File: config.mk
export PLATFORM = sky130hd
export DESIGN_NAME = axil_reg_slave_flat
export DESIGN_NICKNAME = d
export VERILOG_FILES = /design/src/rtl/axil_reg_slave_if.sv /design/src/rtl/axil_reg_slave.sv /design/src/flat_wrapper.sv
export SDC_FILE = /design/constraint.sdc
export NUM_CORES = 1
export LEC_CHECK = 0
export BUFFER_PORTS_ARGS = -buffer_cell sky130_fd_sc_hd__buf_2
export CAP_MARGIN = 20
export CORE_MARGIN = 2
export CORE_UTILIZATION = 40
export DETAILED_ROUTE_END_ITERATION = 6
export GPL_ROUTABILITY_DRIVEN = 0
export GPL_TIMING_DRIVEN = 0
export PLACE_DENSITY = 0.68
export SETUP_SLACK_MARGIN = 0.05
export SLEW_MARGIN = 20
export SYNTH_ARGS = -nofsm -noshare
export SYNTH_HDL_FRONTEND = slang
export SYNTH_SLANG_ARGS = --single-unit
File: constraint.sdc
create_clock -name clk -period 3.01 [get_ports clk]
set_input_delay 0.1505 -clock clk [delete_from_list [all_inputs] [get_ports clk]]
set_output_delay 0.1505 -clock clk [all_outputs]
set_load 0.05 [all_outputs]
File: src/rtl/axil_reg_slave_if.sv
// -----------------------------------------------------------------------------
// axil_reg_slave_if
// AXI4-lite bus bundle (single-beat subset with awlen/arlen/rlast carried along
// so the slave can sit directly on a full master-side signal set).
//
// Parameters:
//   ADDR_WIDTH  byte address width
//   DATA_WIDTH  data width (32 or 64)
//
// Modports:
//   master  drives aw/w/ar request channels and b/r ready
//   slave   drives the readies of aw/w/ar and the b/r response channels
// -----------------------------------------------------------------------------
interface axil_reg_slave_if #(
  parameter int ADDR_WIDTH = 32,
  parameter int DATA_WIDTH = 32
);

  // Write address channel
  logic                    awvalid;
  logic                    awready;
  logic [ADDR_WIDTH-1:0]   awaddr;
  logic [3:0]              awlen;

  // Write data channel
  logic                    wvalid;
  logic                    wready;
  logic [DATA_WIDTH-1:0]   wdata;
  logic [DATA_WIDTH/8-1:0] wstrb;

  // Write response channel
  logic                    bvalid;
  logic                    bready;
  logic [1:0]              bresp;

  // Read address channel
  logic                    arvalid;
  logic                    arready;
  logic [ADDR_WIDTH-1:0]   araddr;
  logic [3:0]              arlen;

  // Read data channel
  logic                    rvalid;
  logic                    rready;
  logic [DATA_WIDTH-1:0]   rdata;
  logic [1:0]              rresp;
  logic                    rlast;

  modport master (
    output awvalid, awaddr, awlen,
    output wvalid, wdata, wstrb,
    output bready,
    output arvalid, araddr, arlen,
    output rready,
    input  awready, wready,
    input  bvalid, bresp,
    input  arready,
    input  rvalid, rdata, rresp, rlast
  );

  modport slave (
    input  awvalid, awaddr, awlen,
    input  wvalid, wdata, wstrb,
    input  bready,
    input  arvalid, araddr, arlen,
    input  rready,
    output awready, wready,
    output bvalid, bresp,
    output arready,
    output rvalid, rdata, rresp, rlast
  );

endinterface

File: src/rtl/axil_reg_slave.sv
// -----------------------------------------------------------------------------
// axil_reg_slave
// AXI4-lite slave register bank. NUM_REGS read/write registers are exposed to
// the fabric as a flat bus together with a one-cycle write pulse per register.
// Read and write channels run independent two-state FSMs; every transaction is
// a single beat (awlen/arlen are ignored).
//
// Parameters:
//   ADDR_WIDTH  byte address width
//   DATA_WIDTH  data width, 32 or 64
//   NUM_REGS    number of registers, 1..256
//   BASE_ADDR   byte address of register 0, aligned to DATA_WIDTH/8
//
// Ports:
//   clk       clock
//   rst_n     asynchronous active-low reset
//   bus       AXI4-lite slave modport (aw/w/b/ar/r channels)
//   reg_q     register contents, register i at [i*DATA_WIDTH +: DATA_WIDTH]
//   wr_pulse  one-cycle pulse on the cycle register i is updated
//
// Optional feature (macro AXIL_REG_SLAVE_DECERR_EN):
//   defined   an address miss answers DECERR (2'b11) on bresp/rresp
//   undefined an address miss answers OKAY; the write is silently dropped
//   In both builds a read miss returns rdata = 0 and a write miss changes
//   nothing.
// -----------------------------------------------------------------------------
module axil_reg_slave #(
  parameter int                    ADDR_WIDTH = 32,
  parameter int                    DATA_WIDTH = 32,
  parameter int                    NUM_REGS   = 16,
  parameter logic [ADDR_WIDTH-1:0] BASE_ADDR  = '0
) (
  input  logic                           clk,
  input  logic                           rst_n,
  axil_reg_slave_if.slave                bus,
  output logic [NUM_REGS*DATA_WIDTH-1:0] reg_q,
  output logic [NUM_REGS-1:0]            wr_pulse
);

  localparam int STRB_W   = DATA_WIDTH / 8;
  localparam int ADDR_LSB = $clog2(STRB_W);
  localparam int IDX_W    = (NUM_REGS > 1) ? $clog2(NUM_REGS) : 1;

  localparam logic [1:0] RESP_OKAY = 2'b00;
`ifdef AXIL_REG_SLAVE_DECERR_EN
  localparam logic [1:0] RESP_MISS = 2'b11;
`else
  localparam logic [1:0] RESP_MISS = 2'b00;
`endif

  typedef enum logic { W_COLLECT, W_RESP } w_state_e;
  typedef enum logic { R_IDLE,    R_DATA } r_state_e;

  typedef struct packed {
    logic             hit;
    logic [IDX_W-1:0] idx;
  } decode_t;

  // Byte address -> register index. Addresses below BASE_ADDR wrap to a huge
  // offset after subtraction, so the explicit >= test is what rejects them.
  function automatic decode_t decode(input logic [ADDR_WIDTH-1:0] addr);
    logic [ADDR_WIDTH-1:0] word;
    decode_t               d;
    word  = (addr - BASE_ADDR) >> ADDR_LSB;
    d.hit = (addr >= BASE_ADDR) && (word < ADDR_WIDTH'(NUM_REGS));
    d.idx = word[IDX_W-1:0];
    return d;
  endfunction

  // ---------------------------------------------------------------------------
  // Register storage
  // ---------------------------------------------------------------------------
  logic [DATA_WIDTH-1:0] regs [NUM_REGS];
  logic [NUM_REGS-1:0]   wr_pulse_q;

  // ---------------------------------------------------------------------------
  // Write channel state
  // ---------------------------------------------------------------------------
  w_state_e              w_state_q, w_state_d;
  logic                  aw_held_q, aw_held_d;
  logic                  w_held_q,  w_held_d;
  logic                  awready_q, awready_d;
  logic                  wready_q,  wready_d;
  logic                  bvalid_q,  bvalid_d;
  logic [1:0]            bresp_q,   bresp_d;
  logic [ADDR_WIDTH-1:0] awaddr_q;
  logic [DATA_WIDTH-1:0] wdata_q;
  logic [STRB_W-1:0]     wstrb_q;
  logic                  do_write;
  decode_t               wdec;

  // ---------------------------------------------------------------------------
  // Read channel state
  // ---------------------------------------------------------------------------
  r_state_e              r_state_q, r_state_d;
  logic                  arready_q, arready_d;
  logic                  rvalid_q,  rvalid_d;
  logic [DATA_WIDTH-1:0] rdata_q,   rdata_d;
  logic [1:0]            rresp_q,   rresp_d;
  decode_t               rdec;

  logic aw_hs, w_hs, ar_hs;

  assign aw_hs = bus.awvalid & awready_q;
  assign w_hs  = bus.wvalid  & wready_q;
  assign ar_hs = bus.arvalid & arready_q;

  assign wdec = decode(awaddr_q);
  assign rdec = decode(bus.araddr);

  // Burst length fields carry no meaning for a single-beat slave.
  logic unused_len;
  assign unused_len = ^{bus.awlen, bus.arlen};

  // ---------------------------------------------------------------------------
  // Write FSM: next state and outputs
  // ---------------------------------------------------------------------------
  // NOTE: every signal assigned in this block gets a default first, so no path
  // leaves one unassigned and no latch is inferred.
  always_comb begin
    w_state_d = w_state_q;
    aw_held_d = aw_held_q;
    w_held_d  = w_held_q;
    awready_d = awready_q;
    wready_d  = wready_q;
    bvalid_d  = bvalid_q;
    bresp_d   = bresp_q;
    do_write  = 1'b0;

    case (w_state_q)
      W_COLLECT: begin
        // AW and W are collected independently; each ready falls the cycle
        // after its own handshake.
        aw_held_d = aw_held_q | aw_hs;
        w_held_d  = w_held_q  | w_hs;
        awready_d = ~aw_held_d;
        wready_d  = ~w_held_d;
        if (aw_held_q && w_held_q) begin
          w_state_d = W_RESP;
          bvalid_d  = 1'b1;
          bresp_d   = wdec.hit ? RESP_OKAY : RESP_MISS;
          do_write  = wdec.hit;
        end
      end

      W_RESP: begin
        awready_d = 1'b0;
        wready_d  = 1'b0;
        if (bus.bready) begin
          w_state_d = W_COLLECT;
          bvalid_d  = 1'b0;
          aw_held_d = 1'b0;
          w_held_d  = 1'b0;
          awready_d = 1'b1;
          wready_d  = 1'b1;
        end
      end

      default: w_state_d = W_COLLECT;
    endcase
  end

  // ---------------------------------------------------------------------------
  // Write FSM: state register and captured payload
  // ---------------------------------------------------------------------------
  // NOTE: clocked state uses non-blocking assignments so every flop samples
  // pre-edge values, independent of block evaluation order.
  always_ff @(posedge clk or negedge rst_n) begin
    if (!rst_n) begin
      w_state_q <= W_COLLECT;
      aw_held_q <= 1'b0;
      w_held_q  <= 1'b0;
      awready_q <= 1'b0;
      wready_q  <= 1'b0;
      bvalid_q  <= 1'b0;
      bresp_q   <= RESP_OKAY;
      awaddr_q  <= '0;
      wdata_q   <= '0;
      wstrb_q   <= '0;
    end else begin
      w_state_q <= w_state_d;
      aw_held_q <= aw_held_d;
      w_held_q  <= w_held_d;
      awready_q <= awready_d;
      wready_q  <= wready_d;
      bvalid_q  <= bvalid_d;
      bresp_q   <= bresp_d;
      if (aw_hs) awaddr_q <= bus.awaddr;
      if (w_hs) begin
        wdata_q <= bus.wdata;
        wstrb_q <= bus.wstrb;
      end
    end
  end

  // ---------------------------------------------------------------------------
  // Register bank update and write pulse
  // ---------------------------------------------------------------------------
  // NOTE: the register array is reset explicitly because its contents are
  // architecturally visible on reg_q; this keeps it in flops, not RAM.
  always_ff @(posedge clk or negedge rst_n) begin
    if (!rst_n) begin
      for (int i = 0; i < NUM_REGS; i++) regs[i] <= '0;
      wr_pulse_q <= '0;
    end else begin
      wr_pulse_q <= '0;
      if (do_write) begin
        // The pulse fires even when wstrb is all zero.
        wr_pulse_q[wdec.idx] <= 1'b1;
        for (int b = 0; b < STRB_W; b++) begin
          if (wstrb_q[b]) regs[wdec.idx][b*8 +: 8] <= wdata_q[b*8 +: 8];
        end
      end
    end
  end

  // ---------------------------------------------------------------------------
  // Read FSM: next state and outputs
  // ---------------------------------------------------------------------------
  // regs is sampled before the edge that may also commit a write, so a read
  // and write to one register on the same edge returns the old value.
  always_comb begin
    r_state_d = r_state_q;
    arready_d = arready_q;
    rvalid_d  = rvalid_q;
    rdata_d   = rdata_q;
    rresp_d   = rresp_q;

    case (r_state_q)
      R_IDLE: begin
        arready_d = 1'b1;
        if (ar_hs) begin
          r_state_d = R_DATA;
          arready_d = 1'b0;
          rvalid_d  = 1'b1;
          rdata_d   = rdec.hit ? regs[rdec.idx] : '0;
          rresp_d   = rdec.hit ? RESP_OKAY : RESP_MISS;
        end
      end

      R_DATA: begin
        if (bus.rready) begin
          r_state_d = R_IDLE;
          rvalid_d  = 1'b0;
          arready_d = 1'b1;
        end
      end

      default: r_state_d = R_IDLE;
    endcase
  end

  always_ff @(posedge clk or negedge rst_n) begin
    if (!rst_n) begin
      r_state_q <= R_IDLE;
      arready_q <= 1'b0;
      rvalid_q  <= 1'b0;
      rdata_q   <= '0;
      rresp_q   <= RESP_OKAY;
    end else begin
      r_state_q <= r_state_d;
      arready_q <= arready_d;
      rvalid_q  <= rvalid_d;
      rdata_q   <= rdata_d;
      rresp_q   <= rresp_d;
    end
  end

  // ---------------------------------------------------------------------------
  // Outputs
  // ---------------------------------------------------------------------------
  assign bus.awready = awready_q;
  assign bus.wready  = wready_q;
  assign bus.bvalid  = bvalid_q;
  assign bus.bresp   = bresp_q;
  assign bus.arready = arready_q;
  assign bus.rvalid  = rvalid_q;
  assign bus.rdata   = rdata_q;
  assign bus.rresp   = rresp_q;
  assign bus.rlast   = rvalid_q;

  assign wr_pulse = wr_pulse_q;

  for (genvar i = 0; i < NUM_REGS; i++) begin : g_flat
    assign reg_q[i*DATA_WIDTH +: DATA_WIDTH] = regs[i];
  end

endmodule

File: src/flat_wrapper.sv
// flat-port wrapper written by rule: the top's interface ports become plain ports
module axil_reg_slave_flat 
#(
  parameter int                    ADDR_WIDTH = 32,
  parameter int                    DATA_WIDTH = 32,
  parameter int                    NUM_REGS   = 16,
  parameter logic [ADDR_WIDTH-1:0] BASE_ADDR  = '0
)
  (clk, rst_n, reg_q, wr_pulse, bus_awvalid, bus_awaddr, bus_awlen, bus_wvalid, bus_wdata, bus_wstrb, bus_bready, bus_arvalid, bus_araddr, bus_arlen, bus_rready, bus_awready, bus_wready, bus_bvalid, bus_bresp, bus_arready, bus_rvalid, bus_rdata, bus_rresp, bus_rlast);
  axil_reg_slave_if #(.ADDR_WIDTH(ADDR_WIDTH), .DATA_WIDTH(DATA_WIDTH)) bus_i ();
  input  logic clk;
  input  logic rst_n;
  output logic [NUM_REGS*DATA_WIDTH-1:0] reg_q;
  output logic [NUM_REGS-1:0] wr_pulse;
  input wire logic [$bits(bus_i.awvalid)-1:0] bus_awvalid;
  input wire logic [$bits(bus_i.awaddr)-1:0] bus_awaddr;
  input wire logic [$bits(bus_i.awlen)-1:0] bus_awlen;
  input wire logic [$bits(bus_i.wvalid)-1:0] bus_wvalid;
  input wire logic [$bits(bus_i.wdata)-1:0] bus_wdata;
  input wire logic [$bits(bus_i.wstrb)-1:0] bus_wstrb;
  input wire logic [$bits(bus_i.bready)-1:0] bus_bready;
  input wire logic [$bits(bus_i.arvalid)-1:0] bus_arvalid;
  input wire logic [$bits(bus_i.araddr)-1:0] bus_araddr;
  input wire logic [$bits(bus_i.arlen)-1:0] bus_arlen;
  input wire logic [$bits(bus_i.rready)-1:0] bus_rready;
  output wire logic [$bits(bus_i.awready)-1:0] bus_awready;
  output wire logic [$bits(bus_i.wready)-1:0] bus_wready;
  output wire logic [$bits(bus_i.bvalid)-1:0] bus_bvalid;
  output wire logic [$bits(bus_i.bresp)-1:0] bus_bresp;
  output wire logic [$bits(bus_i.arready)-1:0] bus_arready;
  output wire logic [$bits(bus_i.rvalid)-1:0] bus_rvalid;
  output wire logic [$bits(bus_i.rdata)-1:0] bus_rdata;
  output wire logic [$bits(bus_i.rresp)-1:0] bus_rresp;
  output wire logic [$bits(bus_i.rlast)-1:0] bus_rlast;
  assign bus_i.awvalid = bus_awvalid;
  assign bus_i.awaddr = bus_awaddr;
  assign bus_i.awlen = bus_awlen;
  assign bus_i.wvalid = bus_wvalid;
  assign bus_i.wdata = bus_wdata;
  assign bus_i.wstrb = bus_wstrb;
  assign bus_i.bready = bus_bready;
  assign bus_i.arvalid = bus_arvalid;
  assign bus_i.araddr = bus_araddr;
  assign bus_i.arlen = bus_arlen;
  assign bus_i.rready = bus_rready;
  assign bus_awready = bus_i.awready;
  assign bus_wready = bus_i.wready;
  assign bus_bvalid = bus_i.bvalid;
  assign bus_bresp = bus_i.bresp;
  assign bus_arready = bus_i.arready;
  assign bus_rvalid = bus_i.rvalid;
  assign bus_rdata = bus_i.rdata;
  assign bus_rresp = bus_i.rresp;
  assign bus_rlast = bus_i.rlast;
  axil_reg_slave #(.ADDR_WIDTH(ADDR_WIDTH), .DATA_WIDTH(DATA_WIDTH), .NUM_REGS(NUM_REGS), .BASE_ADDR(BASE_ADDR)) u_core (.clk(clk), .rst_n(rst_n), .bus(bus_i), .reg_q(reg_q), .wr_pulse(wr_pulse));
endmodule
* Word level (Yosys, flattened, before mapping)
Cells that the tools add are included.
** Operators by class
- Magnitude comparators :: 9
- Eq/ne operators :: 4
- Mux-type cells :: 48
- Bitwise logic cells :: 11
- Reduce and logical (&&, ||, !) cells :: 8
** Operators with widths (count)
- $mux 512 :: 7
- $bwmux 512 :: 4
- $demux 32 s4 :: 4
- $bmux 32 s4 :: 1
- $mux 32 :: 4
- $ge 32x1->1 const B :: 2
- $lt 30x5->1 const B :: 2
- $mux 16 :: 2
- $mux 24 :: 1
- $pmux 1 s2 :: 9
- $mux 1 :: 14
- $ge 5x5->1 const B :: 2
- $not 4->5 :: 2
- $mux 8 :: 1
- $reduce_and 2->1 :: 3
- $logic_and 1x1->1 :: 5
- $lt 4x5->1 const B :: 1
- $lt 5x1->1 const B :: 1
- $demux 1 s4 :: 1
- $ge 4x1->1 const B :: 1
- $ne 2x1->1 const B :: 2
- $ne 2x2->1 const B :: 2
- $not 1->1 :: 4
- $and 1x1->1 :: 3
- $or 1x1->1 :: 2
** Storage, ports and cells
- Register bits after elaboration :: 637
- Bits of input ports :: 115

* Longest topological paths before layout
- Word-level depth :: 16
- Mapped depth :: 8
- Gate-level depth less buffers :: 4

* Least setup slack after synthesis
No wires, ideal clock.
- Path type :: reg2reg
- Start :: register u_core.awaddr_q[21]
- End :: register u_core.regs (netlist bit u_core.reg_q[208])
- Arrival :: 2.021 ns
- Data required time :: 2.885 ns
- Setup slack :: 0.864 ns
- Cell stages (with the launch flop) :: 7
- Path through :: dfrtp_1 -> nor4_1 -> nand4_1 -> buf_4 -> buf_4 -> nor4_4 -> mux2_2
** Between the ends
- Cells in the longest elaborated chain, start to end :: 4
- Elaborated cells on any way between the ends :: 5
- Classes of those cells :: order compare: 2; mux: 2; reduce/logical: 1
** Ends and longest elaborated chain
- start, declared :: RTL line axil_reg_slave.sv:86 : logic [ADDR_WIDTH-1:0] awaddr_q;
- start signal, assigned :: RTL line axil_reg_slave.sv:188 : if (aw_hs) awaddr_q <= bus.awaddr;
- $ge 32x1->1 or $lt 30x5->1 (tied branches) :: RTL line axil_reg_slave.sv:65 : d.hit = (addr >= BASE_ADDR) && (word < ADDR_WIDTH'(NUM_REGS));
- $logic_and 1x1->1 * :: RTL line axil_reg_slave.sv:65
- $mux 1 * :: RTL line axil_reg_slave.sv:138 : if (aw_held_q && w_held_q) begin
- $mux 1 * :: RTL line axil_reg_slave.sv:130 : case (w_state_q)
- end signal, assigned by index :: RTL line axil_reg_slave.sv:211 : if (wstrb_q[b]) regs[wdec.idx][b*8 +: 8] <= wdata_q[b*8 +: 8];
- end, declared :: RTL line axil_reg_slave.sv:73 : logic [DATA_WIDTH-1:0] regs [NUM_REGS];
Every way passes the cells marked *; elsewhere a longest branch is shown, timed or not.
A chain may end at the register's enable or synchronous reset.

* Worst setup path in the final report
- Start :: register u_core.w_state_q
- End :: register u_core.regs (netlist bit u_core.reg_q[113])
** Between the ends
- Cells in the longest elaborated chain, start to end :: 1
** Ends and longest elaborated chain
- start, declared :: RTL line axil_reg_slave.sv:79 : w_state_e w_state_q, w_state_d;
- start signal, assigned :: RTL line axil_reg_slave.sv:181 : w_state_q <= w_state_d;
- $mux 1 :: RTL line axil_reg_slave.sv:130
No other way between the ends.

==> run_results.csv <==
group,metric,value,unit
status,status,"finished clean",
synthesis,synth.cell_area,28600,µm²
synthesis,synth_mux_area_frac,0.328,
synthesis,ys_seq_area_frac,0.556,
synthesis,yosys.area_share.simple,0.0671,
route,drc,0,
cts,cts_tree,"built",
floorplan,fp.coreArea,71100,µm²
synthesis,synth_top_family_by_area,"multiplexers",
critical_path,reg2reg_depth,8,
critical_path,reg2reg_to,"u_core.reg_q[113]",
cts,cts-root-buf,"clkbuf_16",
floorplan,num_rows,98,
floorplan,ios,685,
final_layout,nets,2768,
route,viasPerCell,5.68,
final_layout,drive_gt1_frac,0.618,
critical_path,setup.worst_path.class,"register to register",
place,dpl.hpwl,79000,µm
floorplan,die_w,271,µm
final_layout,syn2layout_area_growth,31.3,%
cts,cts_made_buffers,72,
critical_path,slowest_stage,"nor4_4",
run,max_cap_viol_count,0,
route,drt_iter0_drc,1571,
synthesis,avgSynthCellArea,16.2,µm²
power,ir_drop,0.378,mV
timing,rsz0062_at_grt,"no",
cts,clockBufferDepth,3,
route,num_vias,20700,
route,routed_wl,109000,µm
timing,finalMaxSlewViolations,0,
critical_path,cp_cell_sequence,"buf_2 > nor4_1 > nand4_1 > buf_4 > buf_4 > nor4_4 > buf_6 > mux2_2",
hold_path,hold_end,"u_core.bus.rdata[31]",
hold_path,worstHoldPathCells,5,
cts,path_clk_slew,60,ps
synthesis,yosys_register_bits,635,
critical_path,crit_required,3490,ps
timing,hold_violations,0,
place,port_buffers,666,
timing,finalCritPeriodShare,0.963,
timing,min_period,2900,ps
hold_path,min_from,"bus_araddr[7]",
synthesis,synthCells,1760,
synthesis,synth_top_area_share,0.556,
route,ant_nets,0,
global_route,antenna_found_initial,7,
route,dr.pass1.iters,5,
critical_path,cp.arrival,3380,ps
global_route,grt_pass1_vias,22000,
floorplan,initial_core_util,0.402,
global_route,grt_first_pass_wirelength,158000,µm
critical_path,r2r-start,"u_core.w_state_q",
synthesis,synth_compound_area_frac,0.0289,
global_route,grt_max_degree,102,
hold_path,hold_class,"primary input to register",
timing,slew_headroom,0.227,
cts,insertion_delay,620,ps
power,cellLeakagePower,19.7,nW
synthesis,synth.area.top_cells,"dfrtp_1, mux2_2, mux4_2, nor4_4, a22oi_1",
synthesis,yosys_warnings,0,
timing,hold_ws,53.9,ps
global_route,overflow,0,
critical_path,ff2ff_setup_slack,110,ps
floorplan,die_h,271,µm
cts,cts_max_level,3,
cts,cts_sinks,635,
synthesis,synth_top_area_cell,"dfrtp_1",
timing,finalSetupViolations,0,
global_route,grtUsageTotal,0.295,
critical_path,worst_path_most_repeated_cell,"buf_4",
power,power.density,586,nW/µm²
critical_path,cp-start-kind,"register",
synthesis,synth-xor-area-share,0,
floorplan,die_area,73600,µm²
critical_path,cp_slowest_stage_delay,480,ps
synthesis,synth.distinct_cells,32,
critical_path,crit_path_end_kind,"register",
synthesis,synthAdderAreaFrac,0,
critical_path,crit_fanout,10,
final_layout,instances_no_fill,3655,
route,wl_per_cell,29.9,µm
place,dp_cells,3392,
timing,tightest_slew,1160,ps
timing,final.setup_skew,27.2,ps
timing,max_freq,345,MHz
==> how the worst max path moves through the flow <==
| stage | start | to | slack (ps) | depth (start not counted) |
|---|---|---|---|---|
| after floorplan | u_core.awaddr_q[21] | u_core.reg_q[208] | 860 | 6 |
| after global placement | rst_n | u_core.reg_q[36] | -10860 | 1 |
| after detailed placement | u_core.awaddr_q[12] | u_core.reg_q[245] | -350 | 6 |
| after CTS | u_core.w_state_q | u_core.reg_q[205] | 130 | 6 |
| after global routing | u_core.w_state_q | u_core.reg_q[168] | 60 | 6 |
| final | u_core.w_state_q | u_core.reg_q[113] | 110 | 8 |
==> synthesized netlist by cell type <==
cell        n
a21oi_1     1
a22o_1     32
a22oi_1    64
and2_1      3
buf_1      37
buf_2      21
buf_4      14
buf_6       3
clkbuf_1   46
conb_1      1
dfrtp_1   635
inv_1       5
inv_2       3
mux2_2    575
mux2i_1     1
mux4_2    128
nand2_1    58
nand2_2     1
nand2b_1    5
nand3_1     4
nand4_1     4
nor2_1     12
nor2b_1     5
nor3_1     11
nor4_1     12
nor4_4     64
o21ai_0     5
o22ai_1     3
o31a_1      1
o31ai_1     1
or2_2       4
or4_1       1
==> metal layers <==
metal / routed length (µm) / GRT usage / up-vias
met5: 43 / 0 / -
met4: 5820 / 0.147 / 8
met3: 7580 / 0.0642 / 295
met2: 52300 / 0.479 / 954
met1: 43700 / 0.374 / 11000
li1: - / - / 8479
==> cell usage in the layout, fill, tap and decap left out, drive strengths merged, types with 3 or more instances in the layout <==
cell type / Yosys / layout
nand2: 59 / 59
o21ai: 5 / 5
conb: 1 / 4
mux2: 575 / 575
diode: 0 / 4
inv: 8 / 16
bufinv: 0 / 4
dfrtp: 635 / 635
nor2: 12 / 12
clkinv: 0 / 7
nor2b: 5 / 5
nor3: 11 / 11
and2: 3 / 3
nand3: 4 / 4
nor4: 76 / 76
or2: 4 / 4
o22ai: 3 / 3
nand2b: 5 / 5
nand4: 4 / 4
dlygate4sd3: 0 / 72
a22oi: 64 / 64
mux4: 128 / 128
clkbuf: 46 / 147
buf: 75 / 819
a22o: 32 / 32
==> logic make-up after synthesis <==
logic type      after synthesis
compound gates              107
buf+inv                     129
flops                       635
mux                         704
other cells                   1
simple gates                184
==> registers in the layout (all words and copies together), names as in the netlist <==
name                count
u_core.w_held_q         1
u_core.bus.bvalid       1
u_core.w_state_q        1
u_core.wr_pulse        16
u_core.wdata_q         32
u_core.r_state_q        1
u_core.reg_q          512
u_core.bus.awready      1
u_core.wstrb_q          4
u_core.awaddr_q        30
u_core.aw_held_q        1
u_core.bus.wready       1
u_core.bus.rdata       32
u_core.bus.arready      1
u_core.bus.rlast        1
==> power by group <==
group	total, mW	internal (mW)	leakage (nW)	switching (mW)
Combinational	3.48	0.988	9.80	2.49
Clock	8.77	5.13	1.14	3.63
Sequential	9.74	9.05	8.71	0.693
Total	22.0	15.2	19.7	6.82
==> metrics by stage <==
step | power, mW | TNS (ps) | util | cell area [µm²] | worst slack [ps]
final | 22.0 | 0 | 0.528 | 37500 | 110
after global routing | 22.8 | 0 | 0.528 | 37500 | 59.3
after CTS | 22.1 | 0 | 0.527 | 37500 | 126
after detailed placement | 13.2 | -78310 | 0.470 | 33400 | -351
after global placement | 13.0 | -6995810 | 0.466 | 33100 | -10860
after floorplan | 11.8 | 0 | - | 28600 | 864
==> what timing repair did <==
action | CTS | global route
resized for setup | 1 | 0
endpoints found under the setup margin | 521 | 20
pin swaps | 58 | 5
buffers inserted | 63 | 2
endpoints found under the hold margin | 272 | 0
hold buffers | 72 | 0
==> critical path, delay by kind of cell (launching register included) <==
kind,cells,cell delay (ps)
buf+inv,4,1010
simple gates,3,1050
flops,1,350
mux,1,350
==> area by class of cell <==
type,count,area (µm²)
Clock inverter,21,254
Sequential cell,635,15900
Inverter,8,30.0
Fill cell,5990,33600
Timing Repair Buffer,816,5410
Tap cell,950,1190
Clock buffer,101,2060
Multi-Input combinational cell,999,12100
Antenna cell,4,10.0
Buffer,121,559
(Power assumes the default switching activity.)
